**src/rtl/hex_keypad_pkg.sv**
```systemverilog
// Shared types and decode helpers for the scanned 4x4 hex keypad reader.
package hex_keypad_pkg;

  localparam int unsigned HEX_DIGITS = 8;

  typedef enum logic [1:0] {
    ST_SCAN,
    ST_DEBOUNCE,
    ST_PRESSED,
    ST_RELEASE
  } state_t;

  // Keypad legend, row-major: r0 = 1 2 3 A, r1 = 4 5 6 B, r2 = 7 8 9 C, r3 = 0 F E D
  function automatic logic [3:0] key_map(input logic [1:0] r, input logic [1:0] c);
    logic [3:0] code;
    code = '0;
    case ({r, c})
      4'h0: code = 4'h1;
      4'h1: code = 4'h2;
      4'h2: code = 4'h3;
      4'h3: code = 4'hA;
      4'h4: code = 4'h4;
      4'h5: code = 4'h5;
      4'h6: code = 4'h6;
      4'h7: code = 4'hB;
      4'h8: code = 4'h7;
      4'h9: code = 4'h8;
      4'hA: code = 4'h9;
      4'hB: code = 4'hC;
      4'hC: code = 4'h0;
      4'hD: code = 4'hF;
      4'hE: code = 4'hE;
      4'hF: code = 4'hD;
      default: code = '0;
    endcase
    return code;
  endfunction

  function automatic logic [3:0] col_drive(input logic [1:0] c);
    return ~(4'b0001 << c);
  endfunction

  // Lowest-index active-low row wins when several are pressed together
  function automatic logic [1:0] low_row(input logic [3:0] rs);
    logic [1:0] r;
    r = 2'd3;
    if (!rs[2]) r = 2'd2;
    if (!rs[1]) r = 2'd1;
    if (!rs[0]) r = 2'd0;
    return r;
  endfunction

endpackage

```
**src/rtl/keypad_row_sync.sv**
```systemverilog
// Two-flop synchronizer for the asynchronous, pulled-up keypad row inputs.
module keypad_row_sync (
  input  logic       CLK,
  input  logic       RST_N,
  input  logic [3:0] ROW,
  output logic [3:0] RS
);

  logic [3:0] meta;

  always_ff @(posedge CLK or negedge RST_N) begin
    if (!RST_N) begin
      meta <= '1;
      RS   <= '1;
    end else begin
      meta <= ROW;
      RS   <= meta;
    end
  end

endmodule

```
**src/rtl/hex_keypad_scan.sv**
```systemverilog
// Scanned 4x4 hex keypad reader: column scan, debounce, one code per press,
// and a 32-bit digit entry register feeding the seven-segment driver.
module hex_keypad_scan
  import hex_keypad_pkg::*;
#(
  parameter int unsigned SCAN_DIV_BITS  = 16,
  parameter int unsigned DEBOUNCE_TICKS = 4
) (
  input  logic        CLK,
  input  logic        RST_N,
  input  logic [3:0]  ROW,
  input  logic        CLR,
  output logic [3:0]  COL,
  output logic        KEY_VALID,
  output logic [3:0]  KEY_CODE,
  output logic [31:0] HEX
);

  localparam logic [3:0] DEB_LAST = 4'(DEBOUNCE_TICKS);

  logic [3:0]               rs;
  logic [SCAN_DIV_BITS-1:0] div_cnt;
  logic                     tick;
  state_t                   state;
  logic [1:0]               col_idx;
  logic [1:0]               row_idx;
  logic [3:0]               deb_cnt;
  logic [3:0]               deb_next;
  logic [3:0]               code;

  keypad_row_sync u_row_sync (
    .CLK   (CLK),
    .RST_N (RST_N),
    .ROW   (ROW),
    .RS    (rs)
  );

  always_ff @(posedge CLK or negedge RST_N) begin
    if (!RST_N) begin
      div_cnt <= '0;
    end else begin
      div_cnt <= div_cnt + 1'b1;
    end
  end

  assign tick     = &div_cnt;
  assign deb_next = deb_cnt + 4'd1;
  assign code     = key_map(row_idx, col_idx);

  // COL is reloaded alongside col_idx so the pin comes straight from a flop
  always_ff @(posedge CLK or negedge RST_N) begin
    if (!RST_N) begin
      state     <= ST_SCAN;
      col_idx   <= '0;
      row_idx   <= '0;
      deb_cnt   <= '0;
      COL       <= col_drive(2'd0);
      KEY_VALID <= 1'b0;
      KEY_CODE  <= '0;
      HEX       <= '0;
    end else begin
      KEY_VALID <= 1'b0;
      if (CLR) HEX <= '0;
      case (state)
        ST_SCAN: begin
          if (tick) begin
            if (rs != 4'hF) begin
              row_idx <= low_row(rs);
              deb_cnt <= '0;
              state   <= ST_DEBOUNCE;
            end else begin
              col_idx <= col_idx + 2'd1;
              COL     <= col_drive(col_idx + 2'd1);
            end
          end
        end
        ST_DEBOUNCE: begin
          if (tick) begin
            if (!rs[row_idx]) begin
              deb_cnt <= deb_next;
              if (deb_next == DEB_LAST) state <= ST_PRESSED;
            end else begin
              deb_cnt <= '0;
              state   <= ST_SCAN;
            end
          end
        end
        ST_PRESSED: begin
          KEY_VALID <= 1'b1;
          KEY_CODE  <= code;
          // A clear coinciding with a press keeps only the new digit
          if (CLR) HEX <= {{(4*HEX_DIGITS-4){1'b0}}, code};
          else     HEX <= {HEX[4*HEX_DIGITS-5:0], code};
          deb_cnt   <= '0;
          state     <= ST_RELEASE;
        end
        ST_RELEASE: begin
          if (tick) begin
            if (&rs) begin
              if (deb_next == DEB_LAST) begin
                deb_cnt <= '0;
                col_idx <= col_idx + 2'd1;
                COL     <= col_drive(col_idx + 2'd1);
                state   <= ST_SCAN;
              end else begin
                deb_cnt <= deb_next;
              end
            end else begin
              deb_cnt <= '0;
            end
          end
        end
        default: state <= ST_SCAN;
      endcase
    end
  end

endmodule

```
**config.mk**
```make
export PLATFORM = sky130hd
export DESIGN_NAME = hex_keypad_scan
export DESIGN_NICKNAME = d
export VERILOG_FILES = /design/src/rtl/hex_keypad_pkg.sv /design/src/rtl/keypad_row_sync.sv /design/src/rtl/hex_keypad_scan.sv
export SDC_FILE = /design/constraint.sdc
export NUM_CORES = 1
export LEC_CHECK = 0
export CAP_MARGIN = 40
export CORE_MARGIN = 8
export CORE_UTILIZATION = 55
export DETAILED_ROUTE_END_ITERATION = 8
export PLACE_DENSITY_LB_ADDON = 0.05
export SKIP_CTS_REPAIR_TIMING = 1
export SLEW_MARGIN = 40
export SYNTH_ARGS = -nofsm -noshare
export SYNTH_HDL_FRONTEND = slang
export SYNTH_HIERARCHICAL = 1
export SYNTH_SLANG_ARGS = --single-unit
```
**constraint.sdc**
```tcl
create_clock -name CLK -period 3.7 [get_ports CLK]
set_input_delay 0.555 -clock CLK [delete_from_list [all_inputs] [get_ports CLK]]
set_output_delay 0.555 -clock CLK [all_outputs]
set_load 0.05 [all_outputs]
```
======== Word level (Yosys, flattened, before mapping) ========
Memories as Yosys holds them, arrays and structs flattened.
Cells that the tools add are included.
storage, ports and cells
  flip-flop bits (word level) ............. 75
  bits in read-only memories .............. 64
  input port bits ......................... 7
  output and inout port bits .............. 41
  logic and storage cells ................. 78
  memories ................................ 1
memory list
  memory            words  bits a word  rd ports  clocked after Yosys merged registers in  write ports  line                  text
  (name not given)  16     4            1         0                                        0            hex_keypad_pkg.sv:17  case ({r, c})
operators by class
  add/sub/neg operators ................... 3
  magnitude comparators ................... 1
  equal/unequal tests ..................... 13
  shifts and indexed selects .............. 1
  multiplexer cells ....................... 38
  bitwise gates (word level) .............. 1
  reduce and logical (&&, ||, !) cells .... 9
operators with widths
  operator                                             number
  2-to-1 mux 32 bit                                    3
  2-to-1 mux 4 bit                                     12
  2-to-1 mux 2 bit                                     15
  AND reduction 18 bit                                 1
  adder 16 x 1 -> 16 bit, second input constant        1
  one-hot mux 4 bit (4 select lines)                   1
  AND reduction 16 bit                                 1
  != test 2 bit, second input constant                 7
  one-hot mux 2 bit (4 select lines)                   1
  one-hot mux 4 bit (2 select lines)                   1
  AND reduction 4 bit                                  2
  AND reduction 7 bit                                  1
  AND reduction 6 bit                                  1
  adder 4 x 1 -> 4 bit, second input constant          1
  equality test 2 bit, second input constant           2
  equality test 4 x 3 -> 1 bit, second input constant  1
  != test 4 bit, second input constant                 1
  inverter 4 bit                                       1
  one-hot mux 2 bit (2 select lines)                   1
  nonzero test 2 bit                                   2
  left shift 1 x 2 -> 4 bit, first input constant      1
  < comparator 2 x 3 -> 1 bit, second input constant   1
  2-to-1 mux 1 bit                                     3
  != test 3 bit, second input constant                 1
  other kinds (4)                                      4

======== Longest topological paths before layout ========
Gate-level depths: netlist of the first run.
  depth in word-level cells ............... 7
  mapped depth ............................ 6
  depth with buffers taken out ............ 6

======== By module ========
Netlist of the first run, hierarchy kept.
modules (own cells, without submodules)
  module           instances  cells each  area each (µm²)  seq. area each (µm²)
  hex_keypad_scan  1          300         3024.2           1680.4
  keypad_row_sync  1          8           210.2            210.2

======== Least setup slack after synthesis of the first run ========
OpenSTA, ideal clock, no wires.
  path type ............................... flip-flop to flip-flop
  start point ............................. register div_cnt[0]
  end point ............................... register COL[0]
  library setup time ...................... 125 ps
  arrival ................................. 1912 ps
  data required time ...................... 3575 ps
  setup slack ............................. 1663 ps
  cell stages (with the launch flop) ...... 7
  buffers on the path ..................... 0
  clock period less this slack ............ 2037 ps
  cell sequence ........................... dfrtp_1 ha_1 and4_1 nand4_1 or2_2 nor3_4 mux2_4
between the ends
  word-level cells in the longest chain between the ends .. 3
  elaborated cells between the ends (all ways) .. 4
  classes of those cells .................. eq/ne (2); reduce/logical (2)
RTL lines
  element                                   line                    text
  start: declaration                        hex_keypad_scan.sv:22   logic [SCAN_DIV_BITS-1:0] div_cnt;
  start signal: assignment                  hex_keypad_scan.sv:42   div_cnt <= div_cnt + 1'b1;
  AND reduction 16 bit (*)                  hex_keypad_scan.sv:46   assign tick = &div_cnt;
  != test 2 bit (no source line)            -
  AND reduction 6 bit (no source line) (*)  -
  end signal: assignment                    hex_keypad_scan.sv:57   COL <= col_drive(2'd0);
  end signal: assignment                    hex_keypad_scan.sv:73   COL <= col_drive(col_idx + 2'd1);
  end signal: assignment                    hex_keypad_scan.sv:103  COL <= col_drive(col_idx + 2'd1);
  end: declaration                          hex_keypad_scan.sv:13   output logic [3:0] COL,
Every way passes the cells marked *; elsewhere a longest branch is shown, timed or not.
A chain may end at the register's enable or synchronous reset.

======== Final worst setup path of the first run ========
  start point ............................. register div_cnt[0]
  end point ............................... register col_idx[1]
between the ends
  word-level cells in the longest chain between the ends .. 3
  elaborated cells between the ends (all ways) .. 4
  classes of those cells .................. eq/ne (2); reduce/logical (2)
RTL lines
  element                                   line                    text
  AND reduction 16 bit (*)                  hex_keypad_scan.sv:46
  != test 2 bit (no source line)            -
  AND reduction 6 bit (no source line) (*)  -
  end signal: assignment                    hex_keypad_scan.sv:72   col_idx <= col_idx + 2'd1;
  end signal: assignment                    hex_keypad_scan.sv:102  col_idx <= col_idx + 2'd1;
  end: declaration                          hex_keypad_scan.sv:25   logic [1:0] col_idx;
Marked as above.

==> impl_metrics.env, run 1 <==
export IMPL_pwr_share_seq_pct=50.8
export IMPL_fp_coreArea_um2=5820
export IMPL_reg2reg_setup_slack_ps=1450
export IMPL_clk_pin_slew_ps=80
export IMPL_rsz0062_at_grt="no"
export IMPL_arrival_ps=2470
export IMPL_final_hold_violation_count=0
export IMPL_synth_edf_count=0
export IMPL_grt_max_degree=76
export IMPL_final_seq_area_um2=1890
export IMPL_grt_met2_usage_pct=24.7
export IMPL_crit_start="div_cnt[0]"
export IMPL_die_area_um2=8590
export IMPL_drc_errors=0
export IMPL_start_util_pct=55.6
export IMPL_antenna_found_initial=0
export IMPL_p_clk_share_pct=47.3
export IMPL_routedWlPerCell_um=14.4
export IMPL_cts_sinks=75
export IMPL_die_x_um=92.7
export IMPL_p_sw_share_pct=19.2
export IMPL_final_cell_mix="nand2_1, dfrtp_1, clkdlybuf4s50_1, a21oi_1"
export IMPL_grt_busiest_layer="met2"
export IMPL_cp_max_fo=6
export IMPL_switchingPower_mw=0.314
export IMPL_syn_nets=324
export IMPL_grt_pass1_vias=2317
export IMPL_irDropWorstVdd_mv=0.287
export IMPL_cts_buffer_depth=2
export IMPL_holdWs_ps=203
export IMPL_via_per_inst=5.31
export IMPL_hold_path_class="in2async"
export IMPL_fmax_ghz=0.445
export IMPL_antenna_left=0
export IMPL_power_internal_mw=1.32
export IMPL_r2r_end="col_idx[1]"
export IMPL_grt_pass1_wl_um=10800
export IMPL_setup_violations=0
export IMPL_grt_usage_pct=15.7
export IMPL_rows=28
export IMPL_use_met3_pct=4.05
export IMPL_firstDrtPassIters=4
export IMPL_cts_htree_levels=3
export IMPL_clock_latency_ps=340
export IMPL_ioPinCount=48
export IMPL_grt_ovfl_total=0
export IMPL_synth_top_area_share_pct=49.5
export IMPL_vias=2313
export IMPL_place_gp_congestion=0.797
export IMPL_pwr_share_comb_pct=2.0
export IMPL_synth_top_flop_cell="dfrtp_1"
export IMPL_endpoint_kind="flop"
export IMPL_tns_ps=0
export IMPL_clock_skew_ps=8.06
export IMPL_worst_ep_required_time_ps=3930
export IMPL_cts_tree="built"
export IMPL_syn_cell_area_um2=3230
export IMPL_drv_slew=0
export IMPL_die_y_um=92.7
export IMPL_reg2regPathDepth=6
export IMPL_path_class="reg2reg"
export IMPL_numCtsBuffers=9
export IMPL_routed_wirelength_um=6270
export IMPL_io_buffers=47
export IMPL_synth_cell_type_count=41
export IMPL_status="completed"
export IMPL_power_density_nw_per_um2=407
export IMPL_diodes=0
export IMPL_use_met1_pct=19.7
export IMPL_ys_warn_count=6
export IMPL_tightestPinTransition_ps=655
export IMPL_r2r_start="div_cnt[0]"
export IMPL_ys_ff_latch=75
export IMPL_async_flop_share_pct=100
export IMPL_synthCells=308
export IMPL_slew_headroom_pct=56.4
export IMPL_leakage_nw=1.74
export IMPL_drtIter0Drc=74
export IMPL_dpl_hpwl_um=4240
export IMPL_layout_commonest_cell="nand2_1"
export IMPL_multi_input_area_um2=1260
export IMPL_crit_path_start_kind="flop"
export IMPL_cp_endpoint="col_idx[1]"
export IMPL_cts_root_buf="clkbuf_8"
export IMPL_synth_top_area_cell="dfrtp_1"
export IMPL_seq_area_frac_synth_pct=58.5
export IMPL_drive_gt1_share_pct=10.5
export IMPL_synth_area_leaders="dfrtp_1, nand2_1, dfstp_2"
export IMPL_nets=372
export IMPL_maxCapViolCount=0
export IMPL_area_growth_pct=24.4
export IMPL_period_minus_slack_ps=2250
export IMPL_num_fill_cells=432
export IMPL_syn_avg_cell_area_um2=10.5
export IMPL_finalCritPeriodShare_pct=60.7
## how the worst min path moves through the flow
stage	from	to	slack, ps
after floorplan	RST_N	COL[0]	260
after global placement	u_row_sync/meta[3]	u_row_sync/RS[3]	350
after detailed placement	u_row_sync/meta[2]	u_row_sync/RS[2]	350
after CTS	RST_N	div_cnt[9]	250
after global routing	RST_N	div_cnt[8]	280
final	RST_N	div_cnt[9]	200
## logic make-up after synthesis
kind of cell | Yosys count | share of synthesized area (%)
flip-flops | 75 | 58.5
AO/OA/AOI/OAI | 48 | 8.67
XOR/XNOR | 16 | 4.33
buffers and inverters | 22 | 2.55
multiplexers | 11 | 4.14
adder cells (fa/ha/maj) | 9 | 3.48
AND/OR/NAND/NOR | 127 | 18.4
## power by group through the flow
stage	Combinational [mW]	Sequential [mW]	Clock, mW
after floorplan	0.00870	0.845	0
after global placement	0.0336	0.845	0
after detailed placement	0.0340	0.846	0
after CTS	0.0342	0.830	0.789
after global routing	0.0374	0.830	0.816
final	0.0325	0.830	0.773
## Yosys cell counts (2+ instances only)
| master | number |
|---|---|
| o21ai_0 | 5 |
| mux2i_1 | 7 |
| inv_1 | 10 |
| dfstp_2 | 11 |
| and3_1 | 6 |
| nor4b_1 | 2 |
| nor3_1 | 2 |
| dfrtp_1 | 64 |
| clkbuf_1 | 10 |
| nand2b_1 | 3 |
| ha_1 | 9 |
| nand2_1 | 81 |
| mux2_4 | 2 |
| nand4_1 | 4 |
| nand3_1 | 8 |
| and4_1 | 2 |
| o31ai_1 | 3 |
| xor2_1 | 6 |
| and2_1 | 5 |
| nor2_1 | 6 |
| nand3b_1 | 2 |
| buf_1 | 2 |
| a21oi_1 | 30 |
| xnor2_1 | 10 |
| or2_2 | 2 |
## sequential cells by signal, indices dropped and copies added, names as in the netlist, named ones only
name / cells
COL: 4
state: 1
u_row_sync/RS: 4
u_row_sync/meta: 4
row_idx: 2
div_cnt: 16
HEX: 32
col_idx: 2
KEY_CODE: 4
KEY_VALID: 1
deb_cnt: 4
## cell type report
cell class | count | share of cell area [%]
timing repair buffer | 49 | 12.1
inverter | 10 | 0.933
sequential | 75 | 47.0
clock buffer | 12 | 3.86
multi-input combinational | 211 | 31.4
tap | 75 | 2.33
clock inverter | 4 | 2.43
## routing by layer
layer	vias up	wire, um
li1	1130	-
met1	1130	2950
met2	41	2920
met3	12	266
met4	0	136
met5	-	0
## worst max-delay path: stages, from the launching register on
cell	delay, ps
dfrtp_1	370
ha_1	200
and4_1	260
nand4_1	180
or2_2	370
nor3_4	400
mux2_4	340
## metrics by stage
stage	instances	total power, mW	area, um^2	utilization [%]	worst slack, ps
4_1_cts	436	1.65	4020	69.2	1430
2_1_floorplan	308	0.854	3230	-	1660
3_3_place_gp	420	0.879	3770	64.8	1500
3_5_place_dp	420	0.880	3770	64.8	1440
5_1_grt	436	1.68	4020	69.2	1300
6_report	436	1.64	4020	69.2	1450
No activity file was read; power rests on OpenSTA's default activity.
==> run 2: changes to the inputs <==
- CORE_UTILIZATION: 55 -> 48
- clock period: 3.7 -> 1.9 ns (I/O delays scaled with it)
==> run 2 against run 1 <==
  * Sequential share of layout area decreased by 1.2 points
  * Non-clock buffer count up 14
  * Die area up 12%
  * Count of clock-buffer cells in the layout grew 2
  * Largest cell class unchanged
  * Worst hold slack better by 140 ps
  * Sequential power increased by 95%
  * Utilization fell by 7.1 points
  * Clock power increased by 46%
  * Setup slack lost 1400 ps
  * Critical path type unchanged
  * Fmax increased by 20%
  * Cell count grew 4.4%
  * Combinational power up 120%
==> impl_metrics.env, run 2 (synthesis gave the netlist of run 1 again) <==
export IMPL_cts_sinks=75
export IMPL_reg2regPathDepth=6
export IMPL_highest_layer="met4"
export IMPL_finalPower_mw=2.82
export IMPL_io_buffers=47
export IMPL_route_met2_wl_um=3120
export IMPL_pwr_share_seq_pct=57.4
export IMPL_rows=30
export IMPL_numCtsBuffers=9
export IMPL_holdPathStages=1
export IMPL_drtIter0Drc=72
export IMPL_place_ws_ps=-57.1
export IMPL_largest_register_ffs=32
export IMPL_drv_slew=0
export IMPL_die_x_um=98.1
export IMPL_cp_max_fo=3
export IMPL_layout_commonest_cell="nand2_1"
export IMPL_final_hold_violation_count=0
export IMPL_finalCritPeriodShare_pct=98.6
export IMPL_regMostFlops="HEX"
export IMPL_grt_max_degree=53
export IMPL_worst_ep_required_time_ps=2130
export IMPL_drt_met1_wl_um=2930
export IMPL_clock_latency_ps=340
export IMPL_path_class="reg2reg"
export IMPL_start_util_pct=48.7
export IMPL_cpPeakStageDelay_ps=370
export IMPL_postLayoutCellArea_um2=4130
export IMPL_fmax_ghz=0.534
export IMPL_cts_buffer_depth=2
export IMPL_slew_headroom_pct=65.0
export IMPL_drive_gt1_share_pct=16.0
export IMPL_antenna_found_initial=0
export IMPL_diodes=0
export IMPL_fp_coreArea_um2=6640
export IMPL_die_y_um=98.1
export IMPL_place_gp_congestion=0.794
export IMPL_grt_pass1_wl_um=11300
export IMPL_antenna_left=0
export IMPL_arrival_ps=2100
export IMPL_hold_path_class="in2reg"
export IMPL_cts_htree_levels=3
export IMPL_p_sw_share_pct=21.4
export IMPL_maxCapViolCount=0
export IMPL_endpoint_kind="flop"
export IMPL_grt_usage_pct=14.5
export IMPL_num_fill_cells=576
export IMPL_nets=386
export IMPL_critical_path_depth=6
export IMPL_final_cell_mix="nand2_1, dfrtp_1, clkdlybuf4s50_1, a21oi_1, buf_4"
export IMPL_cts_root_buf="clkbuf_8"
export IMPL_firstDrtPassIters=4
export IMPL_crit_path_start_kind="flop"
export IMPL_switchingPower_mw=0.603
export IMPL_irDropWorstVdd_mv=0.315
export IMPL_drc_errors=0
export IMPL_p_clk_share_pct=40.1
export IMPL_top_regs="HEX: 32 flops, div_cnt: 16 flops"
export IMPL_die_area_um2=9620
export IMPL_grt_ovfl_total=0
export IMPL_worstPathCellList="ha_2, and4_1, nand4_1, or2_4, nor3_4, mux2_4"
export IMPL_setup_violations=0
export IMPL_clk_pin_slew_ps=70
export IMPL_status="completed"
export IMPL_pwr_share_comb_pct=2.5
export IMPL_power_density_nw_per_um2=683
export IMPL_cp_top_family="simple AND/OR/NAND/NOR gates"
export IMPL_period_minus_slack_ps=1870
export IMPL_grt_pass1_vias=2452
export IMPL_crit_buf_inv=0
export IMPL_vias=2382
export IMPL_area_growth_pct=27.6
export IMPL_ioPinCount=48
export IMPL_final_util_pct=62.1
export IMPL_critPathSlowestCell="dfrtp_1"
export IMPL_leakage_nw=1.85
export IMPL_dpl_hpwl_um=4580
export IMPL_clock_skew_ps=8.40
export IMPL_tightestPinTransition_ps=523
export IMPL_routedWlPerCell_um=14.2
export IMPL_dr_wl_met3_um=304
export IMPL_setup_slack_ps=25.8
export IMPL_power_internal_mw=2.21
export IMPL_via_per_inst=5.24
export IMPL_postPlaceCellArea_um2=3920
export IMPL_routed_wirelength_um=6470
export IMPL_cts_tree="built"
export IMPL_rsz0062_at_grt="yes"
-- run 2: cell count changes in the layout (fill, tap and decap cells not counted), moves of 2 or more --
cell	before	now
buf_4	2	18
clkdlybuf4s50_1	46	39
bufinv_16	3	0
buf_12	0	2
clkinv_2	0	2
dlymetal6s2s_1	0	2
ha_1	9	7
ha_2	0	2
-- run 2: power groups by stage --
stage | combinational, mW | sequential [mW] | clock, mW
floorplan | 0.0169 | 1.65 | 0
global placement | 0.0731 | 1.65 | 0
detailed placement | 0.0731 | 1.65 | 0
CTS | 0.0732 | 1.62 | 1.16
global route | 0.0819 | 1.62 | 1.23
finish | 0.0710 | 1.62 | 1.13
-- run 2: cell type report --
type	count	area [um^2]	share of cell area (%)
Sequential cell	75	1890	45.8
Inverter	10	37.5	0.910
Clock inverter	2	10.0	0.243
Timing Repair Buffer	63	612	14.8
Multi-Input combinational cell	211	1300	31.6
Tap cell	80	100	2.43
Clock buffer	14	173	4.18
-- run 2: worst paths after layout --
kind	startpoint	endpoint	slack, ps
worst max-delay path	div_cnt[0]	col_idx[1]	30
worst min-delay path	ROW[0]	u_row_sync/meta[0]	340
worst max register to register	div_cnt[0]	col_idx[1]	30
worst min register to register	u_row_sync/meta[1]	u_row_sync/RS[1]	360
max in group asynchronous	RST_N	u_row_sync/RS[0]	910
min in group asynchronous	RST_N	div_cnt[5]	380
-- run 2: worst register-to-register path, stage by stage, from the launching register on --
cell and delay (ps):
dfrtp_1 370, ha_2 200, and4_1 190, nand4_1 120, or2_4 280, nor3_4 280, mux2_4 330
-- run 2: per-layer routing --
metal / GRT usage [%] / up-vias
met4: 7.19 / 0
met2: 23.6 / 43
met1: 17.0 / 1176
met3: 4.41 / 9
li1: - / 1154
met5: 0 / -
-- run 2: through the flow --
stage	setup TNS (ps)	hold slack (ps)	instances
after floorplan	-125	-10.6	308
after CTS	-192	-165	454
after global routing	-368	325	455
after detailed placement	-141	207	438
final	0	343	455
after global placement	0	205	438
